### src/rtl/apb_mult_pkg.sv
// Shared definitions for the APB multiplier sequencer.
// Holds the peripheral register word addresses, the command/status bit positions
// and the sequencer FSM state type.
package apb_mult_pkg;

    localparam logic [9:0] REG_MER   = 10'h000;
    localparam logic [9:0] REG_MCAND = 10'h001;
    localparam logic [9:0] REG_CMD   = 10'h002;
    localparam logic [9:0] REG_RES   = 10'h003;

    localparam int unsigned CMD_START = 0;
    localparam int unsigned CMD_DONE  = 1;

    typedef enum logic [2:0] {
        StIdle,
        StWrMer,
        StWrMcand,
        StWrStart,
        StRdStat,
        StRdRes,
        StWrClr,
        StPush
    } state_e;

endpackage

### src/rtl/sync_fifo_w16.sv
// Synchronous 16-bit FIFO holding {mer, mcand} operand pairs.
// Ports:
//   pclk, preset      clock and synchronous active-high reset (empties the FIFO)
//   push, wdata       write request and data; ignored while full
//   pop, rdata        read request and head-of-queue data; pop ignored while empty
//   full, empty       occupancy flags
module sync_fifo_w16 #(
    parameter int unsigned DEPTH = 4,
    parameter int unsigned PTR_W = $clog2(DEPTH)
) (
    input  logic        pclk,
    input  logic        preset,
    input  logic        push,
    input  logic [15:0] wdata,
    input  logic        pop,
    output logic [15:0] rdata,
    output logic        full,
    output logic        empty
);

    logic [15:0]    mem [DEPTH];
    // One extra pointer bit separates full from empty when the indices match.
    logic [PTR_W:0] wr_ptr_q, rd_ptr_q;
    logic           do_push, do_pop;

    assign empty   = (wr_ptr_q == rd_ptr_q);
    assign full    = (wr_ptr_q[PTR_W] != rd_ptr_q[PTR_W]) &&
                     (wr_ptr_q[PTR_W-1:0] == rd_ptr_q[PTR_W-1:0]);
    assign do_push = push && !full;
    assign do_pop  = pop && !empty;
    assign rdata   = mem[rd_ptr_q[PTR_W-1:0]];

    always_ff @(posedge pclk) begin
        if (preset) begin
            wr_ptr_q <= '0;
            rd_ptr_q <= '0;
        end else begin
            if (do_push) wr_ptr_q <= wr_ptr_q + (PTR_W+1)'(1);
            if (do_pop)  rd_ptr_q <= rd_ptr_q + (PTR_W+1)'(1);
        end
    end

    always_ff @(posedge pclk) begin
        if (do_push) mem[wr_ptr_q[PTR_W-1:0]] <= wdata;
    end

endmodule

### src/rtl/apb_mult_sequencer.sv
// APB2 master that drives the APB multiplier peripheral for each buffered operand pair.
// Ports:
//   pclk, preset                       clock, synchronous active-high reset
//   in_valid/in_ready/in_mer/in_mcand  signed 8-bit operand stream into the FIFO
//   out_valid/out_ready/out_product    signed 16-bit product stream
//   out_timeout                        result aborted after POLL_LIMIT status reads
//   psel/penable/pwrite/paddr/pwdata   APB request (paddr is a word address)
//   prdata                             APB read data
//   busy                               an operation is in flight or operands are queued
module apb_mult_sequencer
    import apb_mult_pkg::*;
#(
    parameter int unsigned FIFO_DEPTH = 4,
    parameter int unsigned POLL_LIMIT = 300,
    parameter int unsigned PTR_W      = $clog2(FIFO_DEPTH)
) (
    input  logic        pclk,
    input  logic        preset,
    input  logic        in_valid,
    output logic        in_ready,
    input  logic [7:0]  in_mer,
    input  logic [7:0]  in_mcand,
    output logic        out_valid,
    input  logic        out_ready,
    output logic [15:0] out_product,
    output logic        out_timeout,
    output logic        psel,
    output logic        penable,
    output logic        pwrite,
    output logic [9:0]  paddr,
    output logic [31:0] pwdata,
    input  logic [31:0] prdata,
    output logic        busy
);

    localparam int unsigned CNT_W = $clog2(POLL_LIMIT + 1);
    localparam logic [CNT_W-1:0] POLL_MAX = CNT_W'(POLL_LIMIT);

    state_e           state_q, state_d;
    logic             phase_q, phase_d;       // 0 = SETUP, 1 = ACCESS
    logic [7:0]       mer_q, mer_d, mcand_q, mcand_d;
    logic [CNT_W-1:0] poll_cnt_q, poll_cnt_d;
    logic [15:0]      result_q, result_d;
    logic             timeout_q, timeout_d;

    logic        fifo_full, fifo_empty, fifo_pop;
    logic [15:0] fifo_rdata;
    logic        unused_prdata;

    assign unused_prdata = ^prdata[31:16];

    sync_fifo_w16 #(
        .DEPTH (FIFO_DEPTH),
        .PTR_W (PTR_W)
    ) u_fifo (
        .pclk   (pclk),
        .preset (preset),
        .push   (in_valid),
        .wdata  ({in_mer, in_mcand}),
        .pop    (fifo_pop),
        .rdata  (fifo_rdata),
        .full   (fifo_full),
        .empty  (fifo_empty)
    );

    assign in_ready    = !fifo_full;
    assign fifo_pop    = (state_q == StIdle) && !fifo_empty;
    assign out_valid   = (state_q == StPush);
    assign out_product = result_q;
    assign out_timeout = timeout_q;
    assign busy        = (state_q != StIdle) || !fifo_empty;
    assign psel        = (state_q != StIdle) && (state_q != StPush);
    assign penable     = psel && phase_q;

    // Request fields depend only on the state, so they hold across SETUP and ACCESS.
    always_comb begin
        pwrite = 1'b0;
        paddr  = '0;
        pwdata = '0;
        unique case (state_q)
            StWrMer:   begin pwrite = 1'b1; paddr = REG_MER;   pwdata = {24'b0, mer_q};   end
            StWrMcand: begin pwrite = 1'b1; paddr = REG_MCAND; pwdata = {24'b0, mcand_q}; end
            StWrStart: begin
                pwrite = 1'b1;
                paddr  = REG_CMD;
                pwdata[CMD_START] = 1'b1;
            end
            StRdStat:  paddr = REG_CMD;
            StRdRes:   paddr = REG_RES;
            StWrClr:   begin pwrite = 1'b1; paddr = REG_CMD; end
            default:   ;
        endcase
    end

    always_comb begin
        state_d    = state_q;
        phase_d    = phase_q;
        mer_d      = mer_q;
        mcand_d    = mcand_q;
        poll_cnt_d = poll_cnt_q;
        result_d   = result_q;
        timeout_d  = timeout_q;
        unique case (state_q)
            StIdle: begin
                if (!fifo_empty) begin
                    mer_d      = fifo_rdata[15:8];
                    mcand_d    = fifo_rdata[7:0];
                    poll_cnt_d = '0;
                    timeout_d  = 1'b0;
                    phase_d    = 1'b0;
                    state_d    = StWrMer;
                end
            end
            StPush: begin
                if (out_ready) state_d = StIdle;
            end
            default: begin
                if (!phase_q) begin
                    phase_d = 1'b1;
                end else begin
                    // End of ACCESS: advance to the next transfer.
                    phase_d = 1'b0;
                    unique case (state_q)
                        StWrMer:   state_d = StWrMcand;
                        StWrMcand: state_d = StWrStart;
                        StWrStart: state_d = StRdStat;
                        StRdStat: begin
                            if (prdata[CMD_DONE]) begin
                                state_d = StRdRes;
                            end else begin
                                poll_cnt_d = poll_cnt_q + CNT_W'(1);
                                if (poll_cnt_d == POLL_MAX) begin
                                    timeout_d = 1'b1;
                                    result_d  = '0;
                                    state_d   = StWrClr;
                                end
                            end
                        end
                        StRdRes: begin
                            result_d = prdata[15:0];
                            state_d  = StWrClr;
                        end
                        StWrClr:   state_d = StPush;
                        default:   state_d = StIdle;
                    endcase
                end
            end
        endcase
    end

    always_ff @(posedge pclk) begin
        if (preset) begin
            state_q    <= StIdle;
            phase_q    <= 1'b0;
            mer_q      <= '0;
            mcand_q    <= '0;
            poll_cnt_q <= '0;
            result_q   <= '0;
            timeout_q  <= 1'b0;
        end else begin
            state_q    <= state_d;
            phase_q    <= phase_d;
            mer_q      <= mer_d;
            mcand_q    <= mcand_d;
            poll_cnt_q <= poll_cnt_d;
            result_q   <= result_d;
            timeout_q  <= timeout_d;
        end
    end

endmodule

### config.mk
export PLATFORM = sky130hd
export DESIGN_NAME = apb_mult_sequencer
export DESIGN_NICKNAME = d
export VERILOG_FILES = /design/src/rtl/apb_mult_pkg.sv /design/src/rtl/sync_fifo_w16.sv /design/src/rtl/apb_mult_sequencer.sv
export SDC_FILE = /design/constraint.sdc
export NUM_CORES = 1
export LEC_CHECK = 0
export ABC_AREA = 1
export BUFFER_PORTS_ARGS = -buffer_cell sky130_fd_sc_hd__buf_4
export CORE_MARGIN = 1
export CORE_UTILIZATION = 39
export DETAILED_ROUTE_END_ITERATION = 8
export GPL_TIMING_DRIVEN = 0
export MAX_ROUTING_LAYER = met4
export PLACE_DENSITY = 0.75
export SETUP_SLACK_MARGIN = 0.15
export SLEW_MARGIN = 15
export SYNTH_ARGS = -nofsm -noshare
export SYNTH_HDL_FRONTEND = slang
export SYNTH_SLANG_ARGS = --single-unit
export TNS_END_PERCENT = 30
### constraint.sdc
create_clock -name pclk -period 1.9 [get_ports pclk]
set_input_delay 0 -clock pclk [delete_from_list [all_inputs] [get_ports pclk]]
set_output_delay 0 -clock pclk [all_outputs]
set_load 0.05 [all_outputs]
==> results.cfg <==
[outcome]
status = complete, no violations

[job]
cap_violations = 0

[worst_hold_path]
hold_path.class = in2reg

[synthesis]
yosysUniqueCellTypes = 35
ys_warn_count = 0
synth-edff-count = 64
syn_avg_cell_area_um2 = 9.44
syn_area_um2 = 5330
yosysTopAreaCell = edfxtp_1
yosysMostFrequentCell = nor2_1
synthTopCellsByCount = 87 x nor2_1, 65 x o21ai_0, 64 x edfxtp_1
synth_top_area_share_pct = 36.0
synth_seq_cells = 116
synthTopCellsByArea = edfxtp_1 36%, dfxtp_1 20%, nor2_1 6.1%, o21ai_0 6.1%, buf_4 4.5%
synth_cells = 565
ys_seq_area_share_pct = 55.6
async_reset_ff_share_pct = 0
dominantRegCellSynth = edfxtp_1

[layout]
final_nets = 788
fin_area_um2 = 7600
syn2layout_area_growth_pct = 42.5
final_cells = 918
drive_gt1_share_pct = 35.6
antennaDiodeCount = 0

[timing]
relSlewSlack_pct = 53.7
finalSetupViolCount = 0
fin_ws_ns = 0.0693
hold_viol = 0
post-route-min-period_ns = 1.83
fmax_ghz = 0.546
worst_pin_slew_ns = 0.694
finalCritPeriodShare_pct = 96.4
grt_setup_unrepaired = true
finClkSkew_ns = 0.0102
slew_viol_final = 0
finalSetupTns_ns = 0

[critical_path]
rr_worst_depth = 14
worstSetupPathType = reg2reg
critical_path_arrival_ns = 2.10
worstPathCellList = buf_4 -> nand2_2 -> nor2_4 -> nand2_1 -> nand2_2 -> nand2_2 -> nor2_4 -> nand3_4 -> a21oi_4 -> buf_12 -> buf_8 -> nand2_2 -> o21ai_2 -> nor2_2
startpoint_type = flip-flop
cp.depth = 14
crit_path_start = poll_cnt_q[1]
crit_buf_inv = 3
crit_required_ns = 2.17
critPathMaxFanout = 5
worstReg2RegStart = poll_cnt_q[1]
critPathCapture = out_product[5]
slowest_stage = dfxtp_4
cpMostUsedCell = nand2_2
cpPeakStageDelay_ns = 0.35
path_delay_family = simple AND/OR/NAND/NOR gates
r2r_setup_slack_ns = 0.07
cp-end-kind = flip-flop
reg2reg_to = out_product[5]

[clocking]
clk_latency_ns = 0.41
cts-buffers-inserted = 17
cts_tree = built
clock_path_buffers = 2
htreeDepth = 4
cts.sinks = 116
root_buffer = clkbuf_16
clkTransAtPathRegs_ns = 0.06

[detailed_routing]
ant_nets = 0
wl_mm = 13.4
routedWlPerCell_um = 14.6
first_pass_iters = 6
drt_iter0_markers = 240
viasPerCell = 4.77
drcViolationCount = 0
dr_total_vias = 4383

[global_routing]
grt_max_degree = 17
grt_overflow_total = 0
grtUsageTotal_pct = 20.0
grt_antenna_before_repair = 0
grt_pass1_wl_mm = 21.3
grt_pass1_vias = 4400

[floorplan]
core_area_um2 = 13300
rows = 42
die_h_um = 119
start_util_pct = 40.1
io_pins = 117
die_w_um = 119
die_area_um2 = 14100

[placement]
placed_cell_area_um2 = 6220
portBuffers = 67
dp_hpwl_mm = 8.06
gp_congestion = 0.873
dpl.cell_count = 839
dp_slack_ns = -0.143

[power_and_ir_drop]
power_leakage_nw = 2.98
ir_drop_mv = 0.906
power_mw = 10.1
power_density_nw_per_um2 = 1330
[logic make-up after synthesis]
group	Yosys count	synth area share, %
buffers and inverters	97	9.62
XOR/XNOR	4	0.657
AO/OA/AOI/OAI	120	13.4
adder cells (fa/ha/maj)	7	1.64
flip-flops	116	55.6
other	1	0.0703
AND/OR/NAND/NOR	220	19.0
[state kept, by name, summed over array words and instances, names as in the netlist]
signal / cells
mer_q: 8
out_product: 16
u_fifo.wr_ptr_q: 3
u_fifo.rd_ptr_q: 3
state_q: 3
out_timeout: 1
mcand_q: 8
phase_q: 1
u_fifo.mem: 64
poll_cnt_q: 9
[report_power, final]
group	switching, mW	internal, mW	total [mW]
Combinational	2.45	1.20	3.65
Sequential	0.212	2.99	3.21
Clock	1.19	2.07	3.26
Total	3.85	6.26	10.1
[metal layers]
layer / global-route usage [%] / vias to the layer above / routed length, um
met3: 4.55 / 19 / 789
met2: 34.9 / 163 / 6840
met5: - / - / 0
met1: 22.4 / 2040 / 5610
li1: - / 2161 / -
met4: 7.12 / 0 / 153
[repair_timing]
item                                   CTS  global route
setup endpoints to repair              109           101
hold buffers                            33             0
resized for setup                       35            52
pin swaps                                9            20
endpoints found under the hold margin   82             0
cloned                                   2             0
setup buffers                           10             2
[layout by cell type (no fill, tap or decap), types with 4 or more instances in the layout]
cell type / n
nor2_4: 15
inv_1: 36
buf_6: 6
inv_2: 5
nand2_1: 49
o21ai_1: 6
clkbuf_16: 17
nand2_4: 9
dfxtp_2: 9
dfxtp_1: 41
edfxtp_1: 64
a22oi_1: 4
o21ai_2: 17
a21oi_1: 13
clkinvlp_4: 4
conb_1: 32
nand2_2: 22
nand3_1: 17
nor2_2: 20
dlygate4sd3_1: 33
nor2_1: 75
ha_1: 6
a31oi_1: 16
o21ai_0: 59
clkbuf_1: 12
buf_4: 107
[worst min-delay path by stage]
stage	end	cells after the start	start
global route	poll_cnt_q[7]	2	preset
global placement	u_fifo.mem[0][6]	1	in_mcand[6]
CTS	poll_cnt_q[7]	2	preset
detailed placement	u_fifo.mem[1][14]	1	in_mer[6]
finish	poll_cnt_q[7]	2	preset
floorplan	u_fifo.mem[0][0]	0	in_mcand[0]
[worst register-to-register path, delay by kind of cell (launching register included)]
family	cells	cell delay (ns)
AND/OR/NAND/NOR	9	0.70
AO/OA/AOI/OAI	2	0.25
flip-flops	1	0.35
buffers and inverters	3	0.39
[through the flow]
step / hold slack [ns] / util (%)
final: 0.0200 / 57.2
after global routing: 0.0455 / 57.2
after CTS: 0.0191 / 55.8
after detailed placement: 0.203 / 46.8
after global placement: 0.201 / 46.8
after floorplan: 0.0989 / -
[final cells by class]
type / count / area (um^2)
Fill cell: 1109 / 5700
Sequential cell: 116 / 2980
Multi-Input combinational cell: 383 / 2230
Timing Repair Buffer: 114 / 1020
Clock buffer: 18 / 429
Buffer: 54 / 384
Tap cell: 176 / 220
Clock inverter: 14 / 176
Inverter: 43 / 161
Power figures use the tool's default switching activity.
